### src/rtl/rstmgr_pkg.sv
// Shared types and constants for the reset manager sequencer.
package rstmgr_pkg;

    typedef enum logic [1:0] {
        ASSERT  = 2'd0,
        STRETCH = 2'd1,
        RELEASE = 2'd2,
        IDLE    = 2'd3
    } rst_state_e;

    localparam int unsigned POR_CAUSE_BIT = 0;

endpackage

### src/rtl/rst_req_sync.sv
// Multi-flop synchroniser for one reset request; clears to 0 on rst_i.
module rst_req_sync #(
    parameter int unsigned SyncStages = 2
) (
    input  logic clk_i,
    input  logic rst_i,
    input  logic d,
    output logic q
);

    logic [SyncStages-1:0] sync_q;

    always_ff @(posedge clk_i or posedge rst_i) begin
        if (rst_i) begin
            sync_q <= '0;
        end else begin
            sync_q <= {sync_q[SyncStages-2:0], d};
        end
    end

    assign q = sync_q[SyncStages-1];

endmodule

### src/rtl/rstmgr_seq.sv
// Reset manager: synchronises requests, stretches the reset, releases domains
// in index order with a fixed gap, and keeps a sticky record of the cause.
module rstmgr_seq
    import rstmgr_pkg::*;
#(
    parameter int unsigned NumSrc        = 4,
    parameter int unsigned NumDomains    = 3,
    parameter int unsigned SyncStages    = 2,
    parameter int unsigned StretchCycles = 16,
    parameter int unsigned ReleaseGap    = 4
) (
    input  logic                  clk_i,
    input  logic                  rst_i,
    input  logic [NumSrc-1:0]     rst_req_i,
    input  logic [NumSrc-1:0]     rst_req_en_i,
    input  logic                  rst_cause_clr_i,
    output logic [NumDomains-1:0] domain_rst_no,
    output logic [NumSrc:0]       rst_cause_o,
    output logic                  busy_o
);

    localparam int unsigned CNT_W = $clog2(StretchCycles + 1);
    localparam int unsigned GAP_W = $clog2(ReleaseGap + 1);
    localparam int unsigned IDX_W = $clog2(NumDomains + 1);

    localparam logic [CNT_W-1:0] CNT_LAST = CNT_W'(StretchCycles - 1);
    localparam logic [GAP_W-1:0] GAP_LAST = GAP_W'(ReleaseGap - 1);
    localparam logic [IDX_W-1:0] IDX_LAST = IDX_W'(NumDomains - 1);
    localparam logic [NumSrc:0]  POR_CAUSE = (NumSrc + 1)'(1) << POR_CAUSE_BIT;

    logic [NumSrc-1:0]     req_sync;
    logic [NumSrc-1:0]     req_en_s;
    logic                  req_s;

    rst_state_e            state_q;
    logic [CNT_W-1:0]      cnt_q;
    logic [GAP_W-1:0]      gap_q;
    logic [IDX_W-1:0]      idx_q;
    logic [NumDomains-1:0] dom_q;
    logic [NumSrc:0]       cause_q;

    for (genvar g = 0; g < NumSrc; g++) begin : g_sync
        rst_req_sync #(
            .SyncStages(SyncStages)
        ) u_sync (
            .clk_i(clk_i),
            .rst_i(rst_i),
            .d    (rst_req_i[g]),
            .q    (req_sync[g])
        );
    end

    // Disabled sources are masked after the synchroniser, so enable changes
    // never reach the FSM through a metastable path.
    assign req_en_s = req_sync & rst_req_en_i;
    assign req_s    = |req_en_s;

    always_ff @(posedge clk_i or posedge rst_i) begin
        if (rst_i) begin
            state_q <= STRETCH;
            cnt_q   <= '0;
            gap_q   <= '0;
            idx_q   <= '0;
            dom_q   <= '0;
        end else begin
            case (state_q)
                IDLE: begin
                    if (req_s) begin
                        state_q <= ASSERT;
                        dom_q   <= '0;
                        cnt_q   <= '0;
                    end
                end
                ASSERT: begin
                    dom_q <= '0;
                    cnt_q <= '0;
                    if (!req_s) begin
                        state_q <= STRETCH;
                    end
                end
                STRETCH: begin
                    if (req_s) begin
                        state_q <= ASSERT;
                        dom_q   <= '0;
                        cnt_q   <= '0;
                    end else if (cnt_q == CNT_LAST) begin
                        dom_q   <= NumDomains'(1);
                        idx_q   <= IDX_W'(1);
                        gap_q   <= '0;
                        state_q <= (NumDomains == 1) ? IDLE : RELEASE;
                    end else begin
                        cnt_q <= cnt_q + CNT_W'(1);
                    end
                end
                RELEASE: begin
                    if (req_s) begin
                        // Abandon the partial release; every domain goes back down.
                        state_q <= ASSERT;
                        dom_q   <= '0;
                        cnt_q   <= '0;
                        gap_q   <= '0;
                    end else if (gap_q == GAP_LAST) begin
                        for (int i = 0; i < NumDomains; i++) begin
                            if (idx_q == IDX_W'(i)) begin
                                dom_q[i] <= 1'b1;
                            end
                        end
                        idx_q <= idx_q + IDX_W'(1);
                        gap_q <= '0;
                        if (idx_q == IDX_LAST) begin
                            state_q <= IDLE;
                        end
                    end else begin
                        gap_q <= gap_q + GAP_W'(1);
                    end
                end
                default: begin
                    state_q <= ASSERT;
                    dom_q   <= '0;
                end
            endcase
        end
    end

    // Set has priority over clear so a request landing with the clear is kept.
    always_ff @(posedge clk_i or posedge rst_i) begin
        if (rst_i) begin
            cause_q <= POR_CAUSE;
        end else begin
            cause_q <= (rst_cause_clr_i ? '0 : cause_q) | {req_en_s, 1'b0};
        end
    end

    assign domain_rst_no = dom_q;
    assign rst_cause_o   = cause_q;
    assign busy_o        = (state_q != IDLE);

endmodule

### config.mk
export PLATFORM = sky130hd
export DESIGN_NAME = rstmgr_seq
export DESIGN_NICKNAME = d
export VERILOG_FILES = /design/src/rtl/rstmgr_pkg.sv /design/src/rtl/rst_req_sync.sv /design/src/rtl/rstmgr_seq.sv
export SDC_FILE = /design/constraint.sdc
export NUM_CORES = 1
export LEC_CHECK = 0
export ABC_AREA = 1
export CAP_MARGIN = 20
export CORE_UTILIZATION = 24
export DETAILED_ROUTE_END_ITERATION = 10
export GPL_ROUTABILITY_DRIVEN = 0
export MAX_ROUTING_LAYER = met4
export SYNTH_ARGS = -nofsm -noshare
export SYNTH_HDL_FRONTEND = slang
export SYNTH_SLANG_ARGS = --single-unit
export TNS_END_PERCENT = 20
### constraint.sdc
create_clock -name clk_i -period 1.82 [get_ports clk_i]
set_clock_uncertainty 0.2 [all_clocks]
set_input_delay 0.455 -clock clk_i [delete_from_list [all_inputs] [get_ports clk_i]]
set_output_delay 0.455 -clock clk_i [all_outputs]
set_load 0.005 [all_outputs]
* Word level (Yosys, flattened, before mapping)
Cells that the tools add are included.
Operators by class: eq/ne operators 21, bitwise gates (word level) 2, divide/modulo/power cells 0, $add $sub $neg 3, multiplexer cells 32, order comparisons 0, shift-type cells 0, reductions and logical operators 12, multipliers 0
Operators by type and width (count):
- $mux W3 | 9
- $mux W2 | 11
- $mux W5 | 4
- $ne A3 B3 Y1 const B | 6
- $pmux W5 S3 | 1
- $ne A2 B2 Y1 const B | 7
- $pmux W3 S4 | 1
- $reduce_and A4 Y1 | 3
- $reduce_and A5 Y1 | 2
- $pmux W2 S4 | 1
- $eq A2 B2 Y1 const B | 3
- $pmux W3 S2 | 1
- $add A5 B1 Y5 const B | 1
- $eq A5 B4 Y1 const B | 1
- $or A5 B5 Y5 | 1
- $and A4 B4 Y4 | 1
- $eq A2 B1 Y1 const B | 2
- $logic_not A2 Y1 | 2
- $pmux W2 S2 | 1
- $reduce_or A4 Y1 | 1
- $add A3 B1 Y3 const B | 1
- $eq A3 B2 Y1 const B | 1
- $mux W1 | 3
- $reduce_and A3 Y1 | 1
- 5 further kinds | 5
Word-level totals: memories 0, latch bits 0, flip-flop bits (word level) 28, memory bits (writable) 0, output and inout bits 9, logic and storage cells 82, input bits 11, bits in read-only memories 0

* Depth between registers and ports, before layout
depth after elaboration 5, gate-level depth with buffers 11, gate-level depth less buffers 11

* By module
A second synthesis with hierarchy kept.
Unflattened totals: cell total of the unflattened synthesis 158, area, all modules 1430.1 sq um
Modules (own cells, without submodules):
- rstmgr_seq | cells an instance 146, seq. area each 503.0 sq um, instances 1, area each 1214.9 sq um
- rst_req_sync | cells an instance 3, seq. area each 50.0 sq um, instances 4, area each 53.8 sq um

* Worst setup path before layout
No wires, ideal clock.
path kind register to register, start register state_q[0], end register cnt_q[1], setup slack 0.089 ns, data required time 1.492 ns, arrival time 1.402 ns, cell stages (with the launch flop) 7, library setup time 0.128 ns, buffers on the path 0, cells stage by stage dfstp_2 > inv_1 > ha_1 > o21ai_0 > o21ai_4 > nand2_1 > o21ai_0
Between the ends: longest elaborated chain between the ends 4
RTL lines:
- start: declaration | RTL line rstmgr_seq.sv:35 | rst_state_e state_q;
- start signal: assignment | RTL line rstmgr_seq.sv:90 | state_q <= (NumDomains == 1) ? IDLE : RELEASE;
- $eq A2 B2 Y1 | RTL line rstmgr_seq.sv:66 | case (state_q)
- $reduce_or A2 Y1 (no source line)
- $ne A2 B1 Y1 (no source line)
- $reduce_and A2 Y1 (no source line)
- end signal: assignment | RTL line rstmgr_seq.sv:92 | cnt_q <= cnt_q + CNT_W'(1);
- end: declaration | RTL line rstmgr_seq.sv:36 | logic [CNT_W-1:0] cnt_q;
Parallel ways exist; a longest one is shown, timed or not. A chain may end at the register's enable or synchronous reset.

* Worst setup path in the final report
start register state_q[0], end output port busy_o
Between the ends: longest elaborated chain between the ends 1
RTL lines:
- $ne A2 B2 Y1 | RTL line rstmgr_seq.sv:136 | assign busy_o = (state_q != IDLE);
- end: declaration | RTL line rstmgr_seq.sv:19 | output logic busy_o
No other way between the ends.

==> impl_metrics.py <==
metrics = {
    "setup_path": {
        "worst_r2r_startpoint": "state_q[0]",
        "crit_path_start_kind": "flip-flop",
        "crit_fanout": 3,
        "critical_path_class": "reg -> out",
        "crit_path_cell_trace": "ha_4 > inv_1 > clkbuf_2",
        "crit_path_start": "state_q[0]",
        "critical_path.slowest_cell": "dfstp_2",
        "cp-end-kind": "output pin",
        "cpPeakStageDelay_ns": 0.58,
        "worst_ep_arrival_time_ns": 1.15,
        "worst_ep_required_ns": 1.16,
    },
    "final_layout": {
        "final_net_count": 226,
        "drive_gt1_share_pct": 29.6,
        "antenna_cells_inserted": 0,
        "synth_to_final_area_change_pct": 41.9,
    },
    "worst_hold_path": {
        "hold_start": "g_sync[2].u_sync.sync_q[0]",
        "worst_min_delay_path_class": "reg -> reg",
    },
    "timing": {
        "post-route-min-period_ns": 1.80,
        "worst_slew_margin_rel_pct": 80.4,
        "fin_ws_ns": 0.0179,
        "final_max_slew_viol_count": 0,
        "finalHoldViolCount": 0,
        "setup-violations-final": 0,
        "hold-worst-slack_ns": 0.154,
        "fmaxAchievable_mhz": 555,
        "tightest_slew_ns": 0.293,
        "rsz0062_at_grt": "true",
        "layout_worst_path_cycle_share_pct": 99.0,
    },
    "global_routing": {
        "track_usage_pct": 9.93,
        "grt_first_pass_wirelength_um": 4850,
        "via_count_of_the_first_global_routing_pass": 1106,
        "leftover_overflow_at_the_end_of_global_routing": 0,
        "grt_start_max_net_pins": 29,
        "antenna_found_initial": 0,
    },
    "logic_synthesis": {
        "async_flop_share_pct": 100,
        "ys_types": 27,
        "syn-cell-area_um2": 1470,
        "number_of_flops_mapped_to_enable_cells_by_yosys": 0,
        "postSynth.topFlopCell": "dfrtp_1",
        "synth_fp_nets": 183,
        "yosysWarningCount": 0,
        "syn-instance-count": 161,
        "ys_seq_area_share_pct": 47.9,
        "syn_avg_cell_area_um2": 9.12,
        "yosys_register_bits": 28,
    },
    "drt": {
        "drc": 0,
        "detail_route.wirelength.met1_um": 1390,
        "antenna_left": 0,
        "route.vias.total": 1153,
        "total_wirelength_um": 2970,
        "detailroute.wirelength.met3_um": 66,
        "met2_wirelength_um": 1480,
        "drt_iter0_drc": 35,
        "top_layer_used": "met4",
        "routed_via_density": 4.15,
        "firstDrtPassIters": 4,
        "route.detailed.wl_per_inst_um": 10.7,
    },
    "die": {
        "dieHeight_um": 80.2,
        "row_count": 28,
        "core_area_um2": 5920,
        "floorplan.initialDensity_pct": 24.8,
        "die_width_um": 80.2,
        "floorplan.die_area_um2": 6430,
        "floorplan.io_pins": 20,
    },
    "placed_design": {
        "pre_cts_slack_ns": -0.269,
        "half_perimeter_wire_length_after_placement_um": 2070,
        "quantity_of_i_o_buffers_inserted_on_ports": 19,
    },
    "pwr": {
        "combinational_share_of_power_pct": 44.3,
        "power.share.sequential_pct": 34.1,
        "power-per-cell-area_nw_per_um2": 1100,
        "share_clk_of_total_power_pct": 21.6,
        "power_leakage_nw": 1.05,
        "power_switching_share_pct": 34.5,
        "ir_drop_v": 0.000379,
        "net-switching-power_mw": 0.787,
        "intPower_mw": 1.49,
    },
    "cts": {
        "cts.sink_count": 28,
        "ctsLongestPathBuffers": 2,
        "path_clk_slew_ns": 0.11,
        "htree_num_levels": 1,
        "inserted_clock_buffers": 3,
        "cts-root-buf": "clkbuf_8",
        "clkLatencyLatePin_ns": 0.28,
        "tritoncts": "done",
    },
    "status": {
        "run_status": "finished, final reports clean",
    },
    "job": {
        "number_of_violations_of_the_max_capacitance_limit": 0,
    },
}
-- what timing repair did --
item / in CTS / in global routing
pin swaps: 2 / 9
gates cloned: 0 / 2
gates resized for setup: 12 / 25
buffers inserted: 0 / 8
endpoints found under the hold margin: 0 / 0
setup endpoints to repair: 11 / 21
hold buffers: 0 / 0
-- path summary, 6_finish.rpt --
| path | to | slack [ns] | cells past startpoint |
|---|---|---|---|
| setup / recovery | busy_o | 0.02 | 3 |
| hold / removal | g_sync[2].u_sync.sync_q[1] | 0.15 | 0 |
| setup reg to reg | idx_q[1] | 0.03 | 9 |
| hold reg to reg | g_sync[2].u_sync.sync_q[1] | 0.15 | 0 |
| max in group asynchronous | state_q[0] | 0.89 | 3 |
| min in group asynchronous | gap_q[2] | 0.30 | 3 |
-- layer usage --
| layer | up-vias | track usage (%) |
|---|---|---|
| li1 | 595 | - |
| met1 | 542 | 12.1 |
| met2 | 14 | 16.7 |
| met3 | 2 | 2.05 |
| met4 | 0 | 2.68 |
| met5 | - | - |
-- registers in the layout (all words and copies together), names as in the netlist --
register / cells
rst_cause_o: 5
state_q: 2
idx_q: 2
gap_q: 3
cnt_q: 5
g_sync.u_sync.sync_q: 8
domain_rst_no: 3
-- logic make-up after synthesis --
| group | Yosys count | synth area share (%) |
|---|---|---|
| buffers and inverters | 25 | 7.67 |
| adder cells (fa/ha/maj) | 11 | 9.38 |
| XOR/XNOR | 1 | 0.597 |
| AND/OR/NAND/NOR | 73 | 25.5 |
| flip-flops | 28 | 47.9 |
| AO/OA/AOI/OAI | 23 | 8.95 |
-- synthesized netlist by cell type, types with 2 or more instances --
cell type	number	area [um2]
dfrtp_1	26	651
dfstp_2	2	52.6
ha_1	11	138
inv_1	21	78.8
nand2_1	35	131
nand2_2	8	50.1
nand2_4	2	22.5
nand3_1	6	30.0
nand3b_1	3	22.5
nor2_1	12	45.0
o21ai_0	12	60.1
o21ai_1	7	35.0
or2_1	2	12.5
-- final cells by class --
type	instances	area (um2)
clock inverters	1	30.0
well taps	75	93.8
flip-flops and latches	28	703
repair buffers	39	385
multi-input cells	110	744
clock buffers	3	41.3
inverters	22	85.1
fillers	594	3840
-- worst max-delay path, delay by kind of cell, from the launching register on --
kind	cells	cell delay (ns)
fa+ha+maj	1	0.13
buf+inv	2	0.15
flops	1	0.58
-- cells in the final DEF (no fill, tap or decap), types with 2 or more instances in the layout --
cell / instances
nor2_4: 2
dlygate4sd2_1: 2
nand2_2: 10
buf_4: 14
nand3_2: 2
buf_6: 4
o21ai_2: 2
dfstp_2: 2
inv_1: 19
ha_4: 2
nand3_1: 5
buf_12: 2
inv_2: 2
o21ai_0: 10
nor2_1: 10
nand2_1: 31
o21ai_1: 8
clkdlybuf4s50_1: 11
or2_1: 2
nand2_4: 4
ha_1: 7
dlymetal6s2s_1: 5
nand3b_1: 3
ha_2: 2
clkbuf_8: 3
dfrtp_1: 26
-- per-stage QoR --
| step | util [%] | total power [mW] | area (um2) | instances | setup TNS, ns |
|---|---|---|---|---|---|
| global route | 35.2 | 2.46 | 2080 | 278 | -0.333 |
| floorplan | - | 1.29 | 1470 | 161 | 0 |
| CTS | 32.6 | 2.12 | 1930 | 268 | -0.0875 |
| detailed placement | 30.8 | 1.56 | 1820 | 264 | -3.31 |
| finish | 35.2 | 2.28 | 2080 | 278 | 0 |
| global placement | 30.8 | 1.56 | 1820 | 264 | -2.78 |
-- power by group through the flow --
stage	Sequential (mW)	Clock (mW)	Combinational, mW
6_report	0.779	0.493	1.01
5_1_grt	0.790	0.538	1.13
4_1_cts	0.781	0.509	0.835
3_5_place_dp	0.783	0	0.781
3_3_place_gp	0.778	0	0.778
2_1_floorplan	0.781	0	0.506
Power figures use the tool's default switching activity.
